## src/rtl/oq_remove_sched.sv

```systemverilog
// Round-robin remove scheduler for the packet-generator output queues.
// Define OQ_REMOVE_SCHED_STRICT_PRIO_EN to switch arbitration to strict lowest-index priority.
module oq_remove_sched #(
    parameter int unsigned NUM_OUTPUT_QUEUES = 8,
    parameter int unsigned NUM_OQ_WIDTH      = $clog2(NUM_OUTPUT_QUEUES),
    parameter int unsigned HOLDOFF_CYCLES    = 4,
    parameter int unsigned TIMEOUT_CYCLES    = 4096
) (
    input  logic                         clk,
    input  logic                         reset_n,
    input  logic [NUM_OUTPUT_QUEUES-1:0] empty,
    input  logic [NUM_OUTPUT_QUEUES-1:0] dst_ready,
    input  logic [NUM_OUTPUT_QUEUES-1:0] enable,
    output logic                         rm_req,
    output logic [NUM_OQ_WIDTH-1:0]      rm_oq,
    input  logic                         rm_ack,
    input  logic                         rm_done,
    output logic                         busy,
    output logic                         err_timeout,
    input  logic                         err_clear
);

    localparam int unsigned TW = $clog2(TIMEOUT_CYCLES) + 1;
    localparam logic [TW-1:0] TO_LAST = TW'(TIMEOUT_CYCLES - 1);
    localparam logic [3:0] HOLD_LOAD = 4'(HOLDOFF_CYCLES);

    typedef enum logic [1:0] {
        S_IDLE = 2'd0,
        S_REQ  = 2'd1,
        S_XFER = 2'd2
    } state_t;

    state_t state, state_next;

    logic [NUM_OQ_WIDTH-1:0]      hold_oq;
    logic [3:0]                   hold_cnt;
    logic [TW-1:0]                to_cnt;
    logic [NUM_OUTPUT_QUEUES-1:0] hold_mask;
    logic [NUM_OUTPUT_QUEUES-1:0] eligible;
    logic                         pick_valid;
    logic [NUM_OQ_WIDTH-1:0]      pick_oq;
    logic                         grant;
    logic                         complete;
    logic                         timeout;

`ifndef OQ_REMOVE_SCHED_STRICT_PRIO_EN
    logic [NUM_OQ_WIDTH-1:0]      last_oq;
    logic [NUM_OQ_WIDTH-1:0]      cand;
`endif

    // The served queue's empty bit lags the remove, so it is masked for a while.
    always_comb begin
        hold_mask = '0;
        if (hold_cnt != '0) begin
            hold_mask[hold_oq] = 1'b1;
        end
        eligible = ~empty & dst_ready & enable & ~hold_mask;
    end

    always_comb begin
        pick_valid = 1'b0;
        pick_oq    = '0;
`ifdef OQ_REMOVE_SCHED_STRICT_PRIO_EN
        for (int unsigned i = NUM_OUTPUT_QUEUES; i > 0; i--) begin
            if (eligible[i-1]) begin
                pick_valid = 1'b1;
                pick_oq    = NUM_OQ_WIDTH'(i - 1);
            end
        end
`else
        cand = '0;
        // Scan downward so the candidate closest after last_oq overrides the rest.
        for (int unsigned k = NUM_OUTPUT_QUEUES; k > 0; k--) begin
            cand = NUM_OQ_WIDTH'((32'(last_oq) + k) % NUM_OUTPUT_QUEUES);
            if (eligible[cand]) begin
                pick_valid = 1'b1;
                pick_oq    = cand;
            end
        end
`endif
    end

    always_comb begin
        state_next = state;
        grant      = 1'b0;
        complete   = 1'b0;
        timeout    = 1'b0;
        unique case (state)
            S_IDLE: begin
                if (pick_valid) begin
                    grant      = 1'b1;
                    state_next = S_REQ;
                end
            end
            S_REQ: begin
                if (rm_ack) begin
                    if (rm_done) begin
                        complete   = 1'b1;
                        state_next = S_IDLE;
                    end else begin
                        state_next = S_XFER;
                    end
                end
            end
            S_XFER: begin
                if (rm_done) begin
                    complete   = 1'b1;
                    state_next = S_IDLE;
                end else if (to_cnt == TO_LAST) begin
                    timeout    = 1'b1;
                    state_next = S_IDLE;
                end
            end
            default: state_next = S_IDLE;
        endcase
    end

    always_ff @(posedge clk or negedge reset_n) begin
        if (!reset_n) begin
            state <= S_IDLE;
        end else begin
            state <= state_next;
        end
    end

    always_ff @(posedge clk or negedge reset_n) begin
        if (!reset_n) begin
            rm_oq       <= '0;
            hold_oq     <= '0;
            hold_cnt    <= '0;
            to_cnt      <= '0;
            err_timeout <= 1'b0;
        end else begin
            if (grant) begin
                rm_oq <= pick_oq;
            end

            if (complete) begin
                hold_oq  <= rm_oq;
                hold_cnt <= HOLD_LOAD;
            end else if (hold_cnt != '0) begin
                hold_cnt <= hold_cnt - 4'd1;
            end

            if (state == S_REQ) begin
                to_cnt <= '0;
            end else if (state == S_XFER && to_cnt != '1) begin
                to_cnt <= to_cnt + 1'b1;
            end

            if (timeout) begin
                err_timeout <= 1'b1;
            end else if (err_clear) begin
                err_timeout <= 1'b0;
            end
        end
    end

`ifndef OQ_REMOVE_SCHED_STRICT_PRIO_EN
    always_ff @(posedge clk or negedge reset_n) begin
        if (!reset_n) begin
            last_oq <= NUM_OQ_WIDTH'(NUM_OUTPUT_QUEUES - 1);
        end else if (grant) begin
            last_oq <= pick_oq;
        end
    end
`endif

    assign rm_req = (state == S_REQ);
    assign busy   = (state != S_IDLE);

endmodule
```

## config.mk

```make
export PLATFORM = sky130hd
export DESIGN_NAME = oq_remove_sched
export DESIGN_NICKNAME = d
export VERILOG_FILES = /design/src/rtl/oq_remove_sched.sv
export SDC_FILE = /design/constraint.sdc
export NUM_CORES = 1
export LEC_CHECK = 0
export ABC_AREA = 1
export BUFFER_PORTS_ARGS = -buffer_cell sky130_fd_sc_hd__buf_2
export CAP_MARGIN = 20
export CORE_AREA = 2 2 94 78
export CTS_BUF_LIST = sky130_fd_sc_hd__clkbuf_4
export DETAILED_ROUTE_END_ITERATION = 6
export DIE_AREA = 0 0 96 80
export SLEW_MARGIN = 20
export SYNTH_ARGS = -nofsm -noshare
export SYNTH_HDL_FRONTEND = slang
export SYNTH_SLANG_ARGS = --single-unit
```

## constraint.sdc

```tcl
create_clock -name clk -period 3.2 [get_ports clk]
set_input_delay 0 -clock clk [delete_from_list [all_inputs] [get_ports clk]]
set_output_delay 0 -clock clk [all_outputs]
set_load 0.01 [all_outputs]
```

==> summary.txt, run 1 <==
Route
  • Drc violations: 0
  • Pre-antenna DRT Iters: 4
  • Vias: 2198
  • Final WL: between 5 and 6 mm
  • Antenna viol nets, final: 0
  • Avg WL per Cell: around 12 um
  • Vias per inst: slightly below 5
  • Starting DRT DRC Count: about 150

Final layout
  • Area grow syn2layout: 15.0%
  • Share of cells above drive strength 1: around 24%
  • Nets: roughly 400
  • Post-route non-filler standard cell count: approximately 450
  • Post-route design area: approximately 0.0026 mm^2
  • Final Core Density: roughly two fifths
  • Ant diodes: 0

Min path
  • Worst Hold Depth: 5
  • Worst hold start: rm_ack
  • Worst Hold End: state[1]$_DFFE_PN0P_
  • Min-Delay Path Class: in -> reg

Yosys
  • Synth warn: 0
  • Synth Area in Simple Gates: between 40 and 50%
  • Sequential area share after synthesis: approximately a third
  • Multiplexer area fraction after synthesis: 0%
  • Cell Area, Synth: 0.00230 mm^2
  • Synth Area in Adders: about 4.4%
  • Compound-Gate Fraction of Synth Area: a little under a tenth
  • Largest family of logic cells by synthesized area: simple AND/OR/NAND/NOR gates
  • Mapped Nets: roughly 360
  • Synthesized netlist cell count: between 300 and 400
  • Synth Area per Inst: 7.09 um^2
  • Synth unique cells: 37
  • Xor/xnor share of the synthesized area: 1.14%
  • Synthesized flop and latch total: 29

STA
  • Final-report max-slew violation count: 0
  • Count of final setup violators: 0
  • Fin crit period: around 2800 ps
  • Setup TNS: 0 ps
  • RSZ-0062 raised after global routing: false
  • Slew at the pin closest to its max-slew limit: about 640 ps
  • Fmax: around 360 MHz
  • Number of hold violations in the final report: 0
  • Final WS setup: just over 400 ps
  • Final Skew: approximately 6.6 ps
  • Final worst-path cycle share: between 80% and 90%
  • Slew headroom: 57.4%

Die
  • Die height: about 80 um
  • Num rows: 27
  • Initial Util: between 30% and 40%
  • Die area: roughly 0.0077 mm^2
  • Die Wd: 96 um
  • Core area: around 0.0067 mm^2
  • Top Ports: 35

Critical path
  • FF-to-FF path depth: 12
  • Register-to-register setup slack: approximately 410 ps
  • Critical path data required time: 3420 ps
  • Reg-to-reg critical path startpoint: last_oq[1]$_DFFE_PN1P_
  • R2r endpoint: rm_oq[2]$_DFFE_PN0P_
  • Critical Path Sink Type: flop
  • Startpoint Class: flop
  • Setup CP Type: reg -> reg
  • Worst Path Arrival: 3010 ps
  • Crit Path Max Fanout: 9

CTS
  • CTS Buffer Depth: 2
  • CTS buffer count: 5
  • Post-CTS Setup Repair Bufs: 0
  • Worst skew pair latency: 320 ps
  • H-tree depth: 2
  • CTS tree: built
  • Clock-pin slew on the worst setup and hold paths: 90 ps
  • CTS sink cnt: 29
  • Clock Root Buffer: clkbuf_4

Global routing
  • First-pass GRT wire length: around 9.1 mm
  • Total track usage: between 10% and 20%
  • Initial antenna violation count: 0
  • Pin count of the biggest net entering global routing: 30
  • Vias in the first global route: between 2000 and 2500
  • Total global routing overflow: 0

Pwr
  • Power density cells: approximately 1000 mW/mm^2
  • Lkg Pwr: 0.00133 uW
  • Maximum vdd drop: 0.000412 V

Status
  • Status: completed

Placement
  • Placement Cell Area: about 0.0025 mm^2
  • PortBufs: 34
  • Post-DP HPWL: about 4.3 mm
  • Placed instance count: 440
  • Post-place setup slack: around 440 ps
  • Final RePlAce weighted congestion: 0.864

Job
  • Max Cap Viol: 0
metal layers:
metal / wire [um] / GRT usage, %
met1: 2940 / 21.9
met2: 2210 / 23.0
met3: 275 / 2.55
met4: 57 / 3.86
met5: 0 / 0
through the flow:
step	hold slack, ps	total power (uW)
2_1_floorplan	-296	2160
3_3_place_gp	71.0	2520
3_5_place_dp	65.8	2540
4_1_cts	102	2780
5_1_grt	136	3070
6_report	110	2770
sequential cells by signal, summed over array words and instances (netlist names):
register	count
hold_cnt	4
err_timeout	1
hold_oq	3
to_cnt	13
rm_oq	3
state	2
last_oq	3
cells in the mapped netlist, drive strengths merged:
| cell type | number | area, um^2 |
|---|---|---|
| nand2 | 82 | 320 |
| nand3 | 61 | 425 |
| inv | 45 | 169 |
| nor2 | 32 | 128 |
| dfrtp | 26 | 651 |
| a21oi | 17 | 85.1 |
| o21ai | 11 | 66.3 |
| ha | 8 | 100 |
| nor3 | 7 | 40.0 |
| nand4 | 5 | 52.6 |
| buf | 4 | 26.3 |
| or2 | 4 | 25.0 |
| and3 | 3 | 18.8 |
| dfstp | 3 | 78.8 |
| xnor2 | 3 | 26.3 |
| a211oi | 2 | 15.0 |
| a31oi | 2 | 12.5 |
| clkinv | 2 | 7.51 |
| a221oi | 1 | 8.76 |
| and3b | 1 | 8.76 |
| clkbuf | 1 | 3.75 |
| nand3b | 1 | 7.51 |
| o21bai | 1 | 7.51 |
| o22ai | 1 | 6.26 |
| o32ai | 1 | 8.76 |
cell type report:
type | count | area (um^2)
clock buffers | 6 | 45.0
clock inverters | 2 | 10.0
fillers | 711 | 4080
inverters | 47 | 176
multi-input cells | 243 | 1360
flip-flops and latches | 29 | 729
well taps | 87 | 109
repair buffers | 38 | 210
worst max-delay path, stage by stage, from the launching register on:
cell and delay (ps):
dfstp_2 650, clkinv_1 280, ha_1 470, inv_1 220, nand3_1 170, nand3_2 110
nand2_1 120, inv_2 100, nand4_4 100, o21ai_4 260, nor2_1 80, nand2_1 90
nand2_1 50
worst max path at each step:
stage                                 from              endpoint  slack (ps)  cells after the start
finish              last_oq[1]$_DFFE_PN1P_  rm_oq[2]$_DFFE_PN0P_         410                     12
global route        last_oq[1]$_DFFE_PN1P_  rm_oq[0]$_DFFE_PN0P_         210                     11
CTS                 last_oq[1]$_DFFE_PN1P_  rm_oq[0]$_DFFE_PN0P_         420                     11
detailed placement  last_oq[1]$_DFFE_PN1P_  rm_oq[0]$_DFFE_PN0P_         440                     11
global placement    last_oq[1]$_DFFE_PN1P_  rm_oq[2]$_DFFE_PN0P_         530                     12
floorplan           last_oq[1]$_DFFE_PN1P_  rm_oq[0]$_DFFE_PN0P_         720                     12
logic make-up (layout without fill, tap and decap cells):
| kind of cell | after synthesis | count (layout) |
|---|---|---|
| AO/OA/AOI/OAI | 36 | 36 |
| XOR/XNOR | 3 | 3 |
| adder cells (fa/ha/maj) | 8 | 8 |
| buffers and inverters | 52 | 93 |
| flip-flops | 29 | 29 |
| AND/OR/NAND/NOR | 196 | 196 |
power by group:
part	total, uW	internal (uW)	switching [uW]
clock	220	92.0	128
sequential	629	494	135
combinational	1920	671	1250
total	2770	1260	1510
what timing repair did:
action	CTS	global route
endpoints found under the hold margin	28	0
hold buffers	4	0
resized for setup	0	0
layout by cell type (no fill, tap or decap), drive strengths merged:
cell type | Yosys | routed
clkinv | 2 | 4
a221oi | 1 | 1
and3b | 1 | 1
nor3 | 7 | 7
a31oi | 2 | 2
dfstp | 3 | 3
ha | 8 | 8
dfrtp | 26 | 26
o21bai | 1 | 1
nand2 | 82 | 82
inv | 45 | 45
a21oi | 17 | 17
nand3 | 61 | 61
nor2 | 32 | 32
o32ai | 1 | 1
clkbuf | 1 | 6
nand4 | 5 | 5
nand3b | 1 | 1
a211oi | 2 | 2
buf | 4 | 34
o21ai | 11 | 11
xnor2 | 3 | 3
and3 | 3 | 3
or2 | 4 | 4
dlygate4sd3 | 0 | 4
o22ai | 1 | 1
(Power assumes the default switching activity.)
==> inputs of run 2 (changes only) <==
Settings changed: CORE_AREA 2 2 94 78 to 2 2 73 61, DIE_AREA 0 0 96 80 to 0 0 75 63, PLACE_DENSITY from default to 0.81.
==> run 2 against run 1 <==
Clock-buffer cell count is the same. Register-to-register slack hardly changed. Critical path depth is the same. Utilization grew 25 points. Maximum frequency decreased by 0.19%. Wire length down 2.3%. Combinational power about the same. Total power barely moved. Clock skew grew 1.8 ps. Flip-flop and latch count unchanged. Cell area decreased by 1.4%. Sequential power about the same.
==> summary.txt, run 2 (synthesized netlist as in run 1, its figures left out) <==
CTS
  • CTS tree: built
  • CTS Buffer Depth: 2 (unchanged)
  • Clock-pin slew on the worst setup and hold paths: 90 ps (about the same)
  • Post-CTS Setup Repair Bufs: 0 (unchanged)
  • Worst skew pair latency: 330 ps (about the same)
  • H-tree depth: 2 (unchanged)
  • CTS buffer count: 5 (unchanged)
  • CTS sink cnt: 29 (unchanged)
  • Post-CTS sizing: 0 (unchanged)
  • CTS Hold Bufs: 4 (unchanged)
  • Clock Root Buffer: clkbuf_4

Final layout
  • Commonest non-fill, non-tap cell in the layout: nand2_1
  • Max reg flops: 13 (unchanged)
  • Multi-input logic area: 0.00136 mm^2 (unchanged)
  • Ant diodes: 0 (unchanged)
  • Share of cells above drive strength 1: 24.4% (unchanged)
  • Regs by FF count: to_cnt x13, hold_cnt x4
  • Final Core Density: 64.8% (+25 points)
  • Commonest cells after routing, fill and taps aside: nand2_1, nand3_1, inv_1, buf_2, nor2_1
  • # fillers: 379 (-47%)
  • Register area: 729 um^2 (unchanged)
  • Post-route non-filler standard cell count: 422 (-6.6%)
  • Reg with most FFs: to_cnt
  • Nets: 401 (unchanged)
  • Area grow syn2layout: 13.3%

STA
  • Number of hold violations in the final report: 0 (unchanged)
  • Count of final setup violators: 0 (unchanged)
  • Fin crit period: 2800 ps (+5.19 ps)
  • Slew headroom: 58.6% (+1.3 points)
  • Final-report max-slew violation count: 0 (unchanged)
  • RSZ-0062 raised after global routing: false
  • Setup TNS: 0 ps (unchanged)
  • Final worst-path cycle share: 87.4% (+0.16 points)
  • Final Skew: 8.39 ps (+1.76 ps)
  • Fmax: 358 MHz (-0.19%)
  • Slew at the pin closest to its max-slew limit: 621 ps (-18.9 ps)

Critical path
  • Crit Path Max Fanout: 9 (unchanged)
  • FF-to-FF path depth: 12 (unchanged)
  • Critical path data required time: 3420 ps (about the same)
  • Setup CP Type: reg -> reg
  • Critical Path Sink Type: flop
  • Register-to-register setup slack: 400 ps (about the same)
  • Worst Path Arrival: 3020 ps (about the same)
  • Startpoint Class: flop

Pwr
  • Total Power: 2770 uW (about the same)
  • Power density cells: 1060 mW/mm^2 (+1.5%)
  • Lkg Pwr: 0.00133 uW (unchanged)
  • Maximum vdd drop: 0.000589 V (+43%)

Route
  • Vias per inst: 5.34 (+9.7%)
  • Pre-antenna DRT Iters: 4 (unchanged)
  • Starting DRT DRC Count: 145 (-1.4%)
  • Drc violations: 0 (unchanged)
  • Final WL: 5.36 mm (-2.3%)
  • Antenna viol nets, final: 0 (unchanged)
  • Avg WL per Cell: 12.7 um (+4.6%)
  • Vias: 2252 (+2.5%)

Global routing
  • Grt peak-use layer: met2
  • Vias in the first global route: 2135 (+5.5%)
  • Met3 Use GR: 5.81% (+3.3 points)
  • Global Route met1 Usage: 35.1% (+13 points)
  • Initial antenna violation count: 0 (unchanged)
  • Total global routing overflow: 0 (unchanged)
  • Total track usage: 24.9% (+9.8 points)
  • First-pass GRT wire length: 9.18 mm (+1.2%)
  • M2 GR Usage: 39.0% (+16 points)
  • Pin count of the biggest net entering global routing: 30 (unchanged)

Placement
  • Final RePlAce weighted congestion: 0.936 (+8.3%)
  • Placed instance count: 410 (-6.8%)
  • PortBufs: 34 (unchanged)
  • Post-DP HPWL: 4.28 mm (-1.1%)

Die
  • Top Ports: 35 (unchanged)
  • Die area: 0.00473 mm^2 (-38%)
  • Initial Util: 57.2% (+23 points)
  • Die Wd: 75 um (-22%)
  • Die height: 63 um (-21%)
  • Core area: 0.00402 mm^2 (-40%)
  • Num rows: 21 (-22%)

Min path
  • Min-Delay Path Class: in -> reg
  • Worst Hold Depth: 5 (unchanged)

Job
  • Max Cap Viol: 0 (unchanged)

Status
  • Status: completed
-- run 2: cell counts in the layout (fill, tap and decap cells not counted) --
No cell type changed its count.
-- run 2: worst max-delay path: stages (launching register included) --
cell and delay, ps:
dfstp_2 650, clkinv_1 270, ha_1 470, inv_1 230, nand3_1 140, nand3_1 110, nand2_1 90, inv_2 100
nand4_2 140, o21ai_4 260, nor2_1 70, nand2_1 100, nand2_1 60
-- run 2: path summary, 6_finish.rpt --
kind | start | end
max reg2reg | last_oq[1]$_DFFE_PN1P_ | rm_oq[2]$_DFFE_PN0P_
min in group asynchronous | reset_n | to_cnt[5]$_DFFE_PN0P_
min | rm_ack | state[0]$_DFFE_PN0P_
min reg2reg | state[1]$_DFFE_PN0P_ | state[1]$_DFFE_PN0P_
max in group asynchronous | reset_n | to_cnt[7]$_DFFE_PN0P_
max | last_oq[1]$_DFFE_PN1P_ | rm_oq[2]$_DFFE_PN0P_
-- run 2: layer usage --
metal	share of wire [%]	wire (um)
met5	0	0
met4	1.0	55
met3	6.6	356
met2	45	2420
met1	47	2530
-- run 2: where the power goes --
group / switching [uW] / internal (uW) / total (uW)
Clock: 126 / 91.9 / 218
Combinational: 1250 / 672 / 1920
Sequential: 133 / 494 / 628
Total: 1510 / 1260 / 2770
-- run 2: cell type report --
class                      instances  share of cell area (%)
multi-input combinational        243                    52.3
sequential                        29                    28.0
timing repair buffer              38                    8.07
inverter                          47                    6.77
tap                               57                    2.74
clock buffer                       6                    1.73
clock inverter                     2                   0.384
-- run 2: per-stage QoR --
stage	hold WS [ps]	area, um^2	setup slack [ps]
after floorplan	-296	2300	716
after global placement	49.9	2510	505
after detailed placement	47.5	2510	449
after CTS	89.1	2610	425
after global routing	144	2610	172
final	98.5	2610	404
==> inputs of run 3 (changes only) <==
Settings changed: CORE_AREA 2 2 73 61 to 2 2 77 64, DIE_AREA 0 0 75 63 to 0 0 79 66, PLACE_DENSITY 0.81 to 0.77.
Clock period 3.2 ns to 2.2 ns, I/O delays scaled along.
==> run 3 against run 2 <==
First-iteration DRC count rose by 1.4%. Sequential power rose by 36%. Global-route usage fell by 3.2 points. Total power rose by 64%. Flip-flop and latch count did not move. Final cell count rose by 3.1%. Wire length rose by 0.75%. Cell area rose by 8.4%. Via count fell by 0.58%. Clock skew rose by 2.4 ps. Worst hold slack got worse by 1.9 ps. Clock-buffer cell count did not move. Critical endpoint is now last_oq[2]$_DFFE_PN1P_. Largest cell class unchanged.
==> summary.txt, run 3 (synthesized netlist as in run 1, its figures left out) <==
Critical path
  • Setup CP Type: reg -> reg
  • Critical Path Sink Type: flop
  • Buffers and inverters on the worst path: 4 (+1)
  • CP max stage cell: dfstp_2
  • Critical path cell sequence: clkinv_2, ha_4, or2_1, nand2_2, inv_2, nand3_1, nand2_2, inv_2, nand4_4, o21ai_4, buf_4, nand2_1, nand2_1
  • Crit Path Max Fanout: 6 (-3)
  • Register-to-register setup slack: 140 ps (-260 ps)
  • Critical path data required time: 2480 ps (-940 ps)
  • Worst Path Arrival: 2340 ps (-680 ps)
  • Cell family with most CP delay: simple AND/OR/NAND/NOR gates
  • Slowest cell delay on critical path: 560 ps (-90 ps)
  • Startpoint Class: flop

STA
  • Count of final setup violators: 0 (unchanged)
  • Final worst-path cycle share: 93.5% (+6.1 points)
  • Fmax: 486 MHz (+36%)
  • Final-report max-slew violation count: 0 (unchanged)
  • Slew at the pin closest to its max-slew limit: 616 ps (-4.84 ps)
  • Number of hold violations in the final report: 0 (unchanged)
  • RSZ-0062 raised after global routing: true
  • Slew headroom: 59.0% (+0.32 points)
  • Final Skew: 10.8 ps (+2.44 ps)
  • Fin crit period: 2060 ps (-740 ps)

Final layout
  • Post-route non-filler standard cell count: 435 (+3.1%)
  • Ant diodes: 0 (unchanged)
  • Post-route design area: 0.00282 mm^2 (+8.4%)
  • Share of cells above drive strength 1: 32.5% (+8.1 points)
  • Nets: 411 (+2.5%)
  • Commonest cells after routing, fill and taps aside: nand2_1, nand3_2, buf_2, inv_1, nor2_1
  • Area grow syn2layout: 22.9%
  • Max reg flops: 13 (unchanged)
  • Regs by FF count: to_cnt x13, hold_cnt x4
  • Commonest non-fill, non-tap cell in the layout: nand2_1
  • Reg with most FFs: to_cnt
  • # fillers: 417 (+10%)

Die
  • Die Wd: 79 um (+5.3%)
  • Core area: 0.00446 mm^2 (+11%)
  • Die area: 0.00521 mm^2 (+10%)
  • Top Ports: 35 (unchanged)
  • Initial Util: 51.5% (-5.6 points)
  • Die height: 66 um (+4.8%)
  • Num rows: 22 (+4.8%)

Route
  • Starting DRT DRC Count: 147 (+1.4%)
  • Pre-antenna DRT Iters: 5 (+1)
  • Drc violations: 0 (unchanged)
  • Avg WL per Cell: 12.4 um (-2.3%)
  • Antenna viol nets, final: 0 (unchanged)
  • Vias: 2239 (-0.58%)
  • Vias per inst: 5.15 (-3.5%)
  • Final WL: 5.40 mm (+0.75%)

Pwr
  • Lkg Pwr: 0.00141 uW (+6.4%)
  • Power density cells: 1600 mW/mm^2 (+51%)
  • Maximum vdd drop: 0.00101 V (+71%)
  • Total Power: 4530 uW (+64%)

Global routing
  • M2 GR Usage: 36.5% (-2.5 points)
  • Global Route met1 Usage: 28.2% (-7.0 points)
  • Initial antenna violation count: 0 (unchanged)
  • Grt peak-use layer: met2
  • Met3 Use GR: 4.78% (-1.0 points)
  • Total track usage: 21.7% (-3.2 points)
  • First-pass GRT wire length: 8.87 mm (-3.4%)
  • Pin count of the biggest net entering global routing: 30 (unchanged)
  • Vias in the first global route: 2038 (-4.5%)
  • Total global routing overflow: 0 (unchanged)

Placement
  • Placement Cell Area: 0.00259 mm^2 (+3.4%)
  • Post-DP HPWL: 4.21 mm (-1.8%)
  • Final RePlAce weighted congestion: 0.901 (-3.7%)
  • PortBufs: 34 (unchanged)
  • Placed instance count: 422 (+2.9%)

CTS
  • H-tree depth: 2 (unchanged)
  • Worst skew pair latency: 340 ps (about the same)
  • CTS buffer count: 5 (unchanged)
  • CTS tree: built
  • CTS Buffer Depth: 2 (unchanged)
  • Clock Root Buffer: clkbuf_4
  • CTS sink cnt: 29 (unchanged)
  • Clock-pin slew on the worst setup and hold paths: 100 ps (about the same)

Status
  • Status: completed

Min path
  • Min-Delay Path Class: in -> reg

Job
  • Max Cap Viol: 0 (unchanged)
## run 3: cell count changes in the layout (fill, tap and decap cells not counted), moves of 2 or more
cell,previous run,this run
nand3_1,37,24
inv_1,35,33
buf_4,0,9
nand3_2,24,37
nand2_2,2,6
ha_1,8,6
nand2_1,79,74
## run 3: final timing paths
kind / from / endpoint / cells past startpoint
min in group asynchronous: reset_n / to_cnt[5]$_DFFE_PN0P_ / 2
hold reg to reg: rm_oq[2]$_DFFE_PN0P_ / rm_oq[2]$_DFFE_PN0P_ / 2
setup / recovery: last_oq[1]$_DFFE_PN1P_ / last_oq[2]$_DFFE_PN1P_ / 13
setup reg to reg: last_oq[1]$_DFFE_PN1P_ / last_oq[2]$_DFFE_PN1P_ / 13
hold / removal: rm_ack / state[0]$_DFFE_PN0P_ / 5
max in group asynchronous: reset_n / hold_cnt[2]$_DFFE_PN0P_ / 2
## run 3: timing repair
action                                  in CTS  in global routing
endpoints found under the hold margin       28                  0
cloned                                       0                  0
hold buffers                                 4                  0
gates resized for setup                      1                 24
pin swaps                                    0                  3
endpoints found under the setup margin       6                  9
setup buffers                                0                  1
## run 3: area by class of cell
type	instances	area (um^2)	area share (%)
Multi-Input combinational cell	243	1470	52.1
Sequential cell	29	729	25.8
Clock buffer	6	45.0	1.60
Timing Repair Buffer	48	289	10.2
Clock inverter	2	33.8	1.20
Tap cell	60	75.1	2.66
Inverter	47	180	6.38
## run 3: layer usage
metal / wire (um) / part of all wire (%)
met1: 2580 / 48
met2: 2420 / 45
met3: 323 / 6.0
met4: 69 / 1.3
met5: 0 / 0
## run 3: through the flow
| step | hold WS, ps | TNS (ps) | setup WS, ps | utilization (%) |
|---|---|---|---|---|
| after global placement | 52.2 | 0 | 78.7 | 58.2 |
| after detailed placement | 53.7 | 0 | 4.85 | 58.2 |
| after CTS | 95.5 | 0 | 20.7 | 61.0 |
| after global routing | 101 | -10.1 | -10.1 | 63.3 |
| final | 96.6 | 0 | 143 | 63.3 |
| after floorplan | -296 | 0 | 30.0 | - |
## run 3: worst reg2reg max path, delay by kind of cell (launching register included)
| kind | cells | cell delay [ps] |
|---|---|---|
| AND/OR/NAND/NOR | 7 | 720 |
| adder cells (fa/ha/maj) | 1 | 150 |
| buffers and inverters | 4 | 370 |
| AO/OA/AOI/OAI | 1 | 190 |
| flip-flops | 1 | 560 |
## run 3: power by group
group | total, uW | leakage, uW | internal (uW) | switching, uW
registers | 855 | 0.000368 | 717 | 138
logic | 3230 | 0.00100 | 1210 | 2020
clock network | 445 | 0.0000433 | 249 | 197
total | 4530 | 0.00141 | 2180 | 2350
